## config.mk

```make
export PLATFORM = sky130hd
export DESIGN_NAME = spi_oversample_rx
export DESIGN_NICKNAME = d
export VERILOG_FILES = /design/src/rtl/spi_oversample_rx.sv
export SDC_FILE = /design/constraint.sdc
export NUM_CORES = 1
export LEC_CHECK = 0
export ABC_AREA = 1
export CELL_PAD_IN_SITES_DETAIL_PLACEMENT = 2
export CELL_PAD_IN_SITES_GLOBAL_PLACEMENT = 2
export CORE_AREA = 2 2 173 124
export CTS_BUF_LIST = sky130_fd_sc_hd__clkbuf_4 sky130_fd_sc_hd__clkbuf_8 sky130_fd_sc_hd__clkbuf_16
export DETAILED_ROUTE_END_ITERATION = 10
export DIE_AREA = 0 0 175 126
export GPL_TIMING_DRIVEN = 1
export PLACE_DENSITY_LB_ADDON = 0.1
export SLEW_MARGIN = 20
export SYNTH_ARGS = -nofsm -noshare
export SYNTH_HDL_FRONTEND = slang
export SYNTH_SLANG_ARGS = --single-unit
```

## constraint.sdc

```tcl
create_clock -name clk -period 2.7 [get_ports clk]
set_clock_uncertainty 0.2 [all_clocks]
set_input_delay 0.54 -clock clk [delete_from_list [all_inputs] [get_ports clk]]
set_output_delay 0.54 -clock clk [all_outputs]
set_load 0.005 [all_outputs]
```

## src/rtl/spi_oversample_rx.sv

```systemverilog
// Oversampled SPI slave: receives 32-bit words from the PIC and commits them to q on VGA vsync.
// Build option: define SPI_PARITY_EN to reject received words with odd parity.
module spi_oversample_rx #(
  parameter int unsigned SYNC_STAGES  = 2,
  parameter logic [15:0] TIMEOUT      = 16'd1000,
  parameter logic [3:0]  STALE_FRAMES = 4'd8
) (
  input  logic        clk,
  input  logic        reset_b,
  input  logic        sck,
  input  logic        sdo,
  input  logic        vsync,
  input  logic [31:0] d,
  output logic        sdi,
  output logic [31:0] q,
  output logic        q_valid,
  output logic        stale,
  output logic [7:0]  err_cnt
);

  localparam int unsigned WORD_W  = 32;
  localparam int unsigned CNT_W   = 5;
  localparam int unsigned TMO_W   = 16;
  localparam int unsigned STALE_W = 4;
  localparam int unsigned ERR_W   = 8;

  logic [SYNC_STAGES-1:0] sck_sync, sdo_sync, vs_sync;
  logic                   sck_prev, vs_prev;

  logic [WORD_W-1:0]  rx_q, rx_nxt;
  logic [WORD_W-1:0]  tx_q, tx_nxt;
  logic [WORD_W-1:0]  pend_q, pend_nxt;
  logic               pend_full_q, pend_full_nxt;
  logic [CNT_W-1:0]   bit_cnt_q, bit_cnt_nxt;
  logic [TMO_W-1:0]   tmo_q, tmo_nxt;
  logic [STALE_W-1:0] stale_cnt_q, stale_cnt_nxt;
  logic [ERR_W-1:0]   err_nxt;
  logic [WORD_W-1:0]  q_nxt;
  logic               q_valid_nxt;
  logic               stale_nxt;

  logic               sck_s, sdo_s, vs_s;
  logic               sck_fall_c, vs_start_c;
  logic [WORD_W-1:0]  rx_word_c;
  logic               word_ok_c;
  logic               err_inc_c;

  // Metastability synchronizers for the asynchronous PIC and VGA inputs
  always_ff @(posedge clk or negedge reset_b) begin
    if (!reset_b) begin
      sck_sync <= '0;
      sdo_sync <= '0;
      vs_sync  <= '0;
      sck_prev <= 1'b0;
      vs_prev  <= 1'b0;
    end else begin
      sck_sync[0] <= sck;
      sdo_sync[0] <= sdo;
      vs_sync[0]  <= vsync;
      for (int i = 1; i < int'(SYNC_STAGES); i++) begin
        sck_sync[i] <= sck_sync[i-1];
        sdo_sync[i] <= sdo_sync[i-1];
        vs_sync[i]  <= vs_sync[i-1];
      end
      sck_prev <= sck_sync[SYNC_STAGES-1];
      vs_prev  <= vs_sync[SYNC_STAGES-1];
    end
  end

  assign sck_s      = sck_sync[SYNC_STAGES-1];
  assign sdo_s      = sdo_sync[SYNC_STAGES-1];
  assign vs_s       = vs_sync[SYNC_STAGES-1];
  assign sck_fall_c = sck_prev & ~sck_s;
  assign vs_start_c = vs_prev & ~vs_s;
  assign rx_word_c  = {rx_q[WORD_W-2:0], sdo_s};

`ifdef SPI_PARITY_EN
  assign word_ok_c = ~^rx_word_c;
`else
  assign word_ok_c = 1'b1;
`endif

  // Next-state logic for shift registers, pending buffer, commit and status counters
  always_comb begin
    rx_nxt        = rx_q;
    tx_nxt        = tx_q;
    pend_nxt      = pend_q;
    pend_full_nxt = pend_full_q;
    bit_cnt_nxt   = bit_cnt_q;
    tmo_nxt       = tmo_q;
    stale_cnt_nxt = stale_cnt_q;
    err_nxt       = err_cnt;
    q_nxt         = q;
    q_valid_nxt   = 1'b0;
    err_inc_c     = 1'b0;

    if (sck_fall_c) begin
      tmo_nxt = '0;
    end else if (tmo_q != '1) begin
      tmo_nxt = tmo_q + TMO_W'(1);
    end

    if (sck_fall_c) begin
      rx_nxt      = rx_word_c;
      bit_cnt_nxt = bit_cnt_q + CNT_W'(1);
      tx_nxt      = {tx_q[WORD_W-2:0], 1'b0};
    end else if (bit_cnt_q == '0) begin
      tx_nxt = d;
    end else if (tmo_q == TIMEOUT) begin
      bit_cnt_nxt = '0;
      rx_nxt      = '0;
      err_inc_c   = 1'b1;
    end

    if (vs_start_c) begin
      if (pend_full_q) begin
        q_nxt         = pend_q;
        q_valid_nxt   = 1'b1;
        pend_full_nxt = 1'b0;
        stale_cnt_nxt = '0;
      end else if (stale_cnt_q < STALE_FRAMES) begin
        stale_cnt_nxt = stale_cnt_q + STALE_W'(1);
      end
    end

    // A word finishing alongside vsync start lands after the commit of the older word
    if (sck_fall_c && bit_cnt_q == CNT_W'(WORD_W - 1)) begin
      if (word_ok_c) begin
        pend_nxt      = rx_word_c;
        pend_full_nxt = 1'b1;
      end else begin
        err_inc_c = 1'b1;
      end
    end

    if (err_inc_c && err_cnt != '1) begin
      err_nxt = err_cnt + ERR_W'(1);
    end

    stale_nxt = (stale_cnt_nxt >= STALE_FRAMES);
  end

  always_ff @(posedge clk or negedge reset_b) begin
    if (!reset_b) begin
      rx_q        <= '0;
      tx_q        <= '0;
      pend_q      <= '0;
      pend_full_q <= 1'b0;
      bit_cnt_q   <= '0;
      tmo_q       <= '0;
      stale_cnt_q <= STALE_FRAMES;
      stale       <= 1'b1;
      err_cnt     <= '0;
      q           <= '0;
      q_valid     <= 1'b0;
    end else begin
      rx_q        <= rx_nxt;
      tx_q        <= tx_nxt;
      pend_q      <= pend_nxt;
      pend_full_q <= pend_full_nxt;
      bit_cnt_q   <= bit_cnt_nxt;
      tmo_q       <= tmo_nxt;
      stale_cnt_q <= stale_cnt_nxt;
      stale       <= stale_nxt;
      err_cnt     <= err_nxt;
      q           <= q_nxt;
      q_valid     <= q_valid_nxt;
    end
  end

  assign sdi = tx_q[WORD_W-1];

endmodule
```

Yosys cells after proc, flatten, opt, wreduce, memory -nomap -nowiden
Cells that the tools add are included.
{ "word_totals": {"ff_bits": 171, "inputBits": 37, "out_inout_bits": 43, "elab_cells": 60} }
{ "op_classes": {"add_sub_neg": 4, "order_cmp": 2, "n_eq_ne": 5, "n_mux": 20, "bitwise_logic": 4, "n_reduce_logical": 9} }
{ "op_table": {"columns": ["cell", "count"], "rows": [
  ["31-bit two-way mux", 3],
  ["32-bit two-way mux", 2],
  ["16-bit two-way mux", 2],
  ["16-bit by 1-bit adder with 16-bit output, second input constant", 1],
  ["16-bit by 10-bit equality test with 1-bit output, second input constant", 1],
  ["16-bit != test, second input constant", 1],
  ["5-bit two-way mux", 3],
  ["4-bit two-way mux", 3],
  ["8-bit by 1-bit adder with 8-bit output, second input constant", 1],
  ["8-bit != test, second input constant", 1],
  ["2-bit nonzero test", 4],
  ["1-bit two-way mux", 7],
  ["5-bit by 1-bit adder with 5-bit output, second input constant", 1],
  ["5-bit equality test, second input constant", 1],
  ["5-bit logical NOT", 1],
  ["4-bit by 1-bit adder with 4-bit output, second input constant", 1],
  ["4-bit >= comparator, second input constant", 1],
  ["4-bit < comparator, second input constant", 1],
  ["2-bit AND reduction", 2],
  ["1-bit bitwise AND", 2],
  ["1-bit logical AND", 2],
  ["2-bit != test, second input constant", 1],
  ["1-bit NOT", 2]
]} }

Depth between registers and ports, before layout
Gate-level depths: netlist (run 1).
{ "logic_depth": {"word_depth": 5, "mapped_depth": 9, "depth_no_buf": 9} }

Worst setup path after synthesis (run 1)
No wires, ideal clock.
{ "synth_timing": {"path_kind": "flip-flop to flip-flop", "start": "reg bit_cnt_q[0]", "end": "reg pend_q[0]", "setup_time_ns": 0.133, "t_arrival_ns": 1.374, "t_required_ns": 2.367, "setup_slack_ns": 0.993, "stages_incl_launch_ff": 8, "path_buffers": 1, "period_less_slack_ns": 1.707, "path_cell_list": "dfrtp_1 > ha_1 > nand2_1 > nor2_1 > ha_1 > nand2_2 > clkbuf_1 > o21ai_0"} }
{ "synth_via": {"elab_chain_cells": 2} }
{ "synth_rtl": {"columns": ["element", "line_no", "source"], "rows": [
  ["start: declaration", "34", "logic [CNT_W-1:0] bit_cnt_q, bit_cnt_nxt;"],
  ["start signal: assignment", "161", "bit_cnt_q <= bit_cnt_nxt;"],
  ["5-bit equality test", "127", "if (sck_fall_c && bit_cnt_q == CNT_W'(WORD_W - 1)) begin"],
  ["1-bit logical AND", "127", null],
  ["end signal: assignment", "159", "pend_q <= pend_nxt;"],
  ["end: declaration", "32", "logic [WORD_W-1:0] pend_q, pend_nxt;"]
]} }
Every way passes these cells.
A chain may end at the register's enable or synchronous reset.

Final worst setup path (run 1)
{ "layout_timing": {"start": "reg stale", "end": "out stale"} }
{ "layout_rtl": {"columns": ["element", "line_no", "source"], "rows": [
  ["start: declaration", "17", "output logic stale,"],
  ["start signal: assignment", "164", "stale <= stale_nxt;"]
]} }
No word-level cell between the ends.

==> results of run 1 <==
-- path summary, 6_finish.rpt --
check	endpoint	start	cells after the start	slack, ns
worst max register to register	pend_q[16]$_DFFE_PN0P_	bit_cnt_q[0]$_DFFE_PN0P_	8	0.54
worst min register to register	vs_sync[1]$_DFF_PN0_	vs_sync[0]$_DFF_PN0_	0	0.15
worst min-delay path	vs_sync[1]$_DFF_PN0_	vs_sync[0]$_DFF_PN0_	0	0.15
max in group asynchronous	tx_q[2]$_DFFE_PN0P_	reset_b	3	1.18
min in group asynchronous	q_valid$_DFF_PN0_	reset_b	2	0.41
worst max-delay path	stale	stale$_DFF_PN1_	1	0.50
-- logic make-up after synthesis --
| logic type | Yosys count | share of synthesized area, % |
|---|---|---|
| and+or+nand+nor | 430 | 27.0 |
| DFF | 171 | 56.3 |
| buffers and inverters | 122 | 6.94 |
| AOI/OAI and AO/OA | 95 | 7.85 |
| adders and majority gates | 7 | 1.15 |
| xor gates and xnor gates | 5 | 0.576 |
| muxes | 1 | 0.148 |
-- flip-flops by register name, indices dropped and copies added (netlist names) --
register	count
pend_q	32
sdo_sync	2
vs_sync	2
bit_cnt_q	5
q	32
stale_cnt_q	4
sck_sync	2
tmo_q	16
rx_q	31
err_cnt	8
sck_prev	1
vs_prev	1
pend_full_q	1
stale	1
tx_q	32
q_valid	1
-- final cells by class --
cell class | count | area, µm² | share of cell area [%]
clock inverters | 12 | 184 | 1.97
repair buffers | 91 | 935 | 10.0
multi-input cells | 538 | 2790 | 30.0
flip-flops and latches | 171 | 4280 | 46.0
well taps | 276 | 345 | 3.71
clock buffers | 20 | 460 | 4.94
inverters | 83 | 314 | 3.37
-- stage by stage --
stage,total power (µW),utilization [%]
after floorplan,3880,-
after global placement,4200,42.4
after detailed placement,4310,42.4
after CTS,7060,45.6
after global routing,7340,45.6
final,6970,45.6
-- cells in the final DEF (no fill, tap or decap), drive strengths merged --
master	netlist	final
a21oi	4	4
and2	2	2
and3	1	1
buf	26	12
bufinv	0	4
clkbuf	13	20
clkdlybuf4s50	0	78
clkinv	1	1
clkinvlp	0	2
dfrtp	169	169
dfstp	2	2
dlygate4sd3	0	1
ha	7	7
inv	82	88
mux2	1	1
nand2	253	253
nand3	105	105
nand3b	2	2
nand4	18	18
nor2	36	36
nor3	8	8
o211ai	15	15
o21ai	69	69
o221ai	5	5
o31ai	2	2
or2	5	5
xor2	5	5
-- layer usage --
layer | part of all wire (%) | vias to the layer above
met4 | 0.99 | 0
met5 | 0 | -
met2 | 48 | 83
li1 | - | 2839
met3 | 2.9 | 20
met1 | 48 | 3000
-- synthesized netlist by cell type, drive strengths merged, types with 5 or more instances --
cell / count / area (µm²)
buf: 26 / 166
clkbuf: 13 / 50.0
dfrtp: 169 / 4230
ha: 7 / 87.6
inv: 82 / 308
nand2: 253 / 962
nand3: 105 / 641
nand4: 18 / 155
nor2: 36 / 170
nor3: 8 / 61.3
o211ai: 15 / 113
o21ai: 69 / 405
o221ai: 5 / 43.8
or2: 5 / 31.3
xor2: 5 / 43.8
-- repair_timing --
| action | in CTS | in global routing |
|---|---|---|
| endpoints found under the hold margin | 43 | 0 |
| resized for setup | 0 | 0 |
| endpoints found under the setup margin | 0 | 0 |
| hold buffers | 1 | 0 |
-- power breakdown --
part           total, µW  switching [µW]  internal [µW]
sequential          3210             258           2960
clock               2690            1070           1620
combinational       1060             653            405
==> flow_summary.toml, run 1 <==
[grt]
globalRouteMet1Util_pct = 27.4
grt_pass1_wl_um = 35400
track_usage_pct = 20.2
antenna_found_initial = 0
globalRouteMet2Util_pct = 34.0
grt.busiest_layer = "met2"
met3_usage_pct = 3.56
grt_start_max_net_pins = 58
overflow = 0
grt_pass1_vias = 6739

[critical_path]
crit_path_start_kind = "register"
path_class = "reg -> out"
endpoint_kind = "output pin"
worst_ep_required_time_ns = 1.96
worstPathCellList = "clkdlybuf4s50_1"
worst_ep_arrival_time_ns = 1.46
critical_path.max_fanout = 1
slowest_delay_ns = 0.53
crit_family = "flip-flops"
crit_buf_inv = 1
cp_slowest_cell = "dfstp_2"

[die]
rows = 44
ios = 80
dieArea_mm2 = 0.0221
core_area_mm2 = 0.0204
floorplan.initialDensity_pct = 37.2
dieHeight_um = 126
die_w_um = 175

[sta]
slew_headroom_pct = 56.2
fin_setup_tns_ns = 0
hold_violations = 0
slew_violations = 0
whs_ns = 0.154
fmax_ghz = 0.454
rsz0062_at_grt = "false"
finalCritPeriodShare_pct = 81.5
worst_slack_ns = 0.499
fin_crit_ns = 2.20
worst_pin_slew_ns = 0.657
setup_viol = 0

[placement]
routabilityCongestion = 0.783
io_buffers = 79
hpwl_um = 14300
post-place-cells = 1158
place_area_mm2 = 0.00866
place_ws_ns = 0.472

[cells_and_area]
fill_cells = 2161
nNetsFinal = 946
n_antenna_cell = 0
post_route_cells_drive_above_1_share_pct = 12.9
fin_cells = 1191
postLayoutCellArea_mm2 = 0.00931
syn2layout_area_growth_pct = 22.5

[pwr]
leakagePower_uw = 0.00435
ir_drop_mv = 0.465
power.density_mw_per_mm2 = 748

[logic_synthesis]
avgSynthCellArea_um2 = 9.15
synth_edf_count = 0
ys.warnings.count = 0
netlist_area_mm2 = 0.00760
synth_nets = 875
synthFlopType = "dfrtp_1"
syn_inst = 831
synth.distinct_cells = 37
ys_ff_latch = 171
ys_async_sr_fraction_pct = 100
ys_seq_area_share_pct = 56.3

[route]
ant_nets = 0
drcViolationCount = 0
drt-total-wl_um = 20800
drt_iter0_drc = 185
vias_per_cell = 4.99
dr.pass1.iters = 4
wl_per_cell_um = 17.5
dr_total_vias = 5942

[clock_network]
clkSinkCount = 171
clock_latency_ns = 0.44
post_cts_buffers = 0
clkTransAtPathRegs_ns = 0.07
root_buffer = "clkbuf_16"
cts-buffers-inserted = 17
htreeDepth = 4
cts_tree = "yes"
cts_buffer_depth = 2

[job]
maxCapViolCount = 0

[status]
outcome = "finished, final reports clean"

[hold_path]
hold_path.class = "reg -> reg"
(Power assumes the default switching activity.)
==> run 2: changes to the inputs <==
- CORE_AREA: 2 2 173 124 -> 2 2 188 134
- DIE_AREA: 0 0 175 126 -> 0 0 190 136
- clock period: 2.7 -> 1.8 ns (I/O delays scaled with it)
==> flow_summary.toml, run 2 (synthesis gave the netlist of run 1 again) <==
[cells_and_area]
final_common_cell = "nand2_1"
nNetsFinal = 1005
post_route_cells_drive_above_1_share_pct = 25.8
fin_cells = 1299
n_antenna_cell = 0
largestRegisters = "pend_q: 32 flops, q: 32 flops, tx_q: 32 flops"
layout_common_cells = "nand2_1, dfrtp_1, nand3_1, inv_1"
multiInputGateArea_mm2 = 0.00319
final_core_util_pct = 43.1
fill_cells = 2591
seq_area_mm2 = 0.00429
syn2layout_area_growth_pct = 37.0

[die]
ios = 80
die_w_um = 190
dieHeight_um = 136
rows = 48
core_area_mm2 = 0.0242
floorplan.initialDensity_pct = 31.4
dieArea_mm2 = 0.0258

[critical_path]
slowest_delay_ns = 0.43
ff2ff_setup_slack_ns = -0.03
worst_ep_arrival_time_ns = 1.99
critical_path.max_fanout = 9
r2r-end = "rx_q[11]$_DFFE_PN0P_"
crit_family = "flip-flops"
crit_path_start_kind = "register"
worstPathCellList = "inv_1 -> ha_2 -> nand3_4 -> nand4_4 -> buf_12 -> buf_16 -> nand3_2 -> o21ai_2"
reg2reg_depth = 8
path_class = "reg -> reg"
worst_ep_required_time_ns = 1.96
endpoint_kind = "register"
crit_buf_inv = 3
reg2reg_from = "bit_cnt_q[0]$_DFFE_PN0P_"
cp_slowest_cell = "dfrtp_1"

[sta]
whs_ns = 0.152
fmax_ghz = 0.547
fin_crit_ns = 1.83
hold_violations = 0
worst_pin_slew_ns = 0.449
rsz0062_at_grt = "true"
slew_headroom_pct = 70.1
finalCritPeriodShare_pct = 102
setup_viol = 15
worst_slack_ns = -0.0292
slew_violations = 0
fin_setup_tns_ns = -0.228

[route]
dr.pass1.iters = 4
vias_per_cell = 4.83
wl_per_cell_um = 17.8
dr_wl_met2_um = 11500
met3_length_um = 582
ant_nets = 0
topRoutingLayerUsed = "met4"
dr_total_vias = 6276
drt-met1-wl_um = 11000
drt_iter0_drc = 273
drt-total-wl_um = 23200
drcViolationCount = 0

[placement]
post-place-cells = 1233
routabilityCongestion = 0.749
hpwl_um = 14700
io_buffers = 79

[clock_network]
root_buffer = "clkbuf_16"
cts_tree = "yes"
clock_latency_ns = 0.44
clkSinkCount = 171
cts_buffer_depth = 2
htreeDepth = 4
clkTransAtPathRegs_ns = 0.08
cts-buffers-inserted = 17

[hold_path]
hold_path.class = "in -> reg"
whs_endpoint = "vs_sync[0]$_DFF_PN0_"
hold_path_startpoint = "vsync"
hold_path_depth = 1

[pwr]
leakagePower_uw = 0.00500
power.density_mw_per_mm2 = 1000
ir_drop_mv = 0.810

[grt]
grt_pass1_vias = 7021
antenna_found_initial = 0
grt_pass1_wl_um = 37700
grt_start_max_net_pins = 46
track_usage_pct = 18.6
overflow = 0

[job]
maxCapViolCount = 0

[status]
violations = "setup timing"
outcome = "finished with violations"
## run 2: cell count changes in the layout (fill, tap and decap cells not counted), moves of 8 or more
| cell | previous run | this run |
|---|---|---|
| buf_12 | 4 | 13 |
| buf_4 | 7 | 41 |
| clkdlybuf4s50_1 | 78 | 35 |
| dlygate4sd2_1 | 0 | 41 |
| nand2_1 | 248 | 221 |
| nand2_2 | 5 | 20 |
| nand2_4 | 0 | 11 |
| nand3_1 | 82 | 71 |
| nand3_2 | 23 | 31 |
| o21ai_0 | 41 | 11 |
| o21ai_1 | 12 | 26 |
| o21ai_2 | 16 | 32 |
## run 2: worst max path at each step
stage,startpoint,end,slack (ns),cells past startpoint
CTS,tmo_q[1]$_DFFE_PN0P_,bit_cnt_q[1]$_DFFE_PN0P_,-0.1,8
detailed placement,tmo_q[0]$_DFFE_PN0P_,rx_q[26]$_DFFE_PN0P_,-0.04,8
global placement,tmo_q[0]$_DFFE_PN0P_,rx_q[0]$_DFFE_PN0P_,0.03,8
global route,tmo_q[11]$_DFFE_PN0P_,rx_q[10]$_DFFE_PN0P_,-0.13,8
finish,bit_cnt_q[0]$_DFFE_PN0P_,rx_q[11]$_DFFE_PN0P_,-0.03,8
floorplan,bit_cnt_q[0]$_DFFE_PN0P_,pend_q[0]$_DFFE_PN0P_,0.09,7
## run 2: worst register-to-register path, delay by kind of cell (launching register included)
family | cells | cell delay [ns]
simple gates | 3 | 0.40
buf+inv | 3 | 0.42
flops | 1 | 0.43
compound gates | 1 | 0.09
fa+ha+maj | 1 | 0.23
## run 2: repair_timing
item                       4_1_cts  5_1_grt
pin swaps                        4       12
cloned                           3        9
resized for setup               75      115
buffers inserted                18        4
setup endpoints to repair      125       94
hold buffers                     1        0
hold endpoints to repair        53        0
## run 2: stage by stage
| step | setup WS (ns) | cell area, µm² | total power (µW) |
|---|---|---|---|
| after floorplan | 0.0928 | 7600 | 5830 |
| after global placement | 0.0328 | 9020 | 6440 |
| after detailed placement | -0.0425 | 9020 | 6580 |
| after CTS | -0.0981 | 9890 | 10400 |
| after global routing | -0.133 | 10400 | 11000 |
| final | -0.0292 | 10400 | 10400 |
## run 2: power breakdown
part / internal [µW] / switching [µW]
clock: 1880 / 1830
sequential: 4430 / 391
combinational: 799 / 1100
total: 7100 / 3320
## run 2: cell type report
class | instances | share of cell area, %
multi-input combinational | 539 | 30.6
clock buffer | 18 | 4.15
timing repair buffer | 149 | 15.7
sequential | 171 | 41.1
inverter | 83 | 3.09
clock inverter | 14 | 1.44
tap | 325 | 3.90
## run 2: per-layer routing
layer	up-vias	track usage, %
li1	2974	-
met1	3199	24.7
met4	0	3.79
met3	16	3.87
met2	87	31.5
met5	-	0
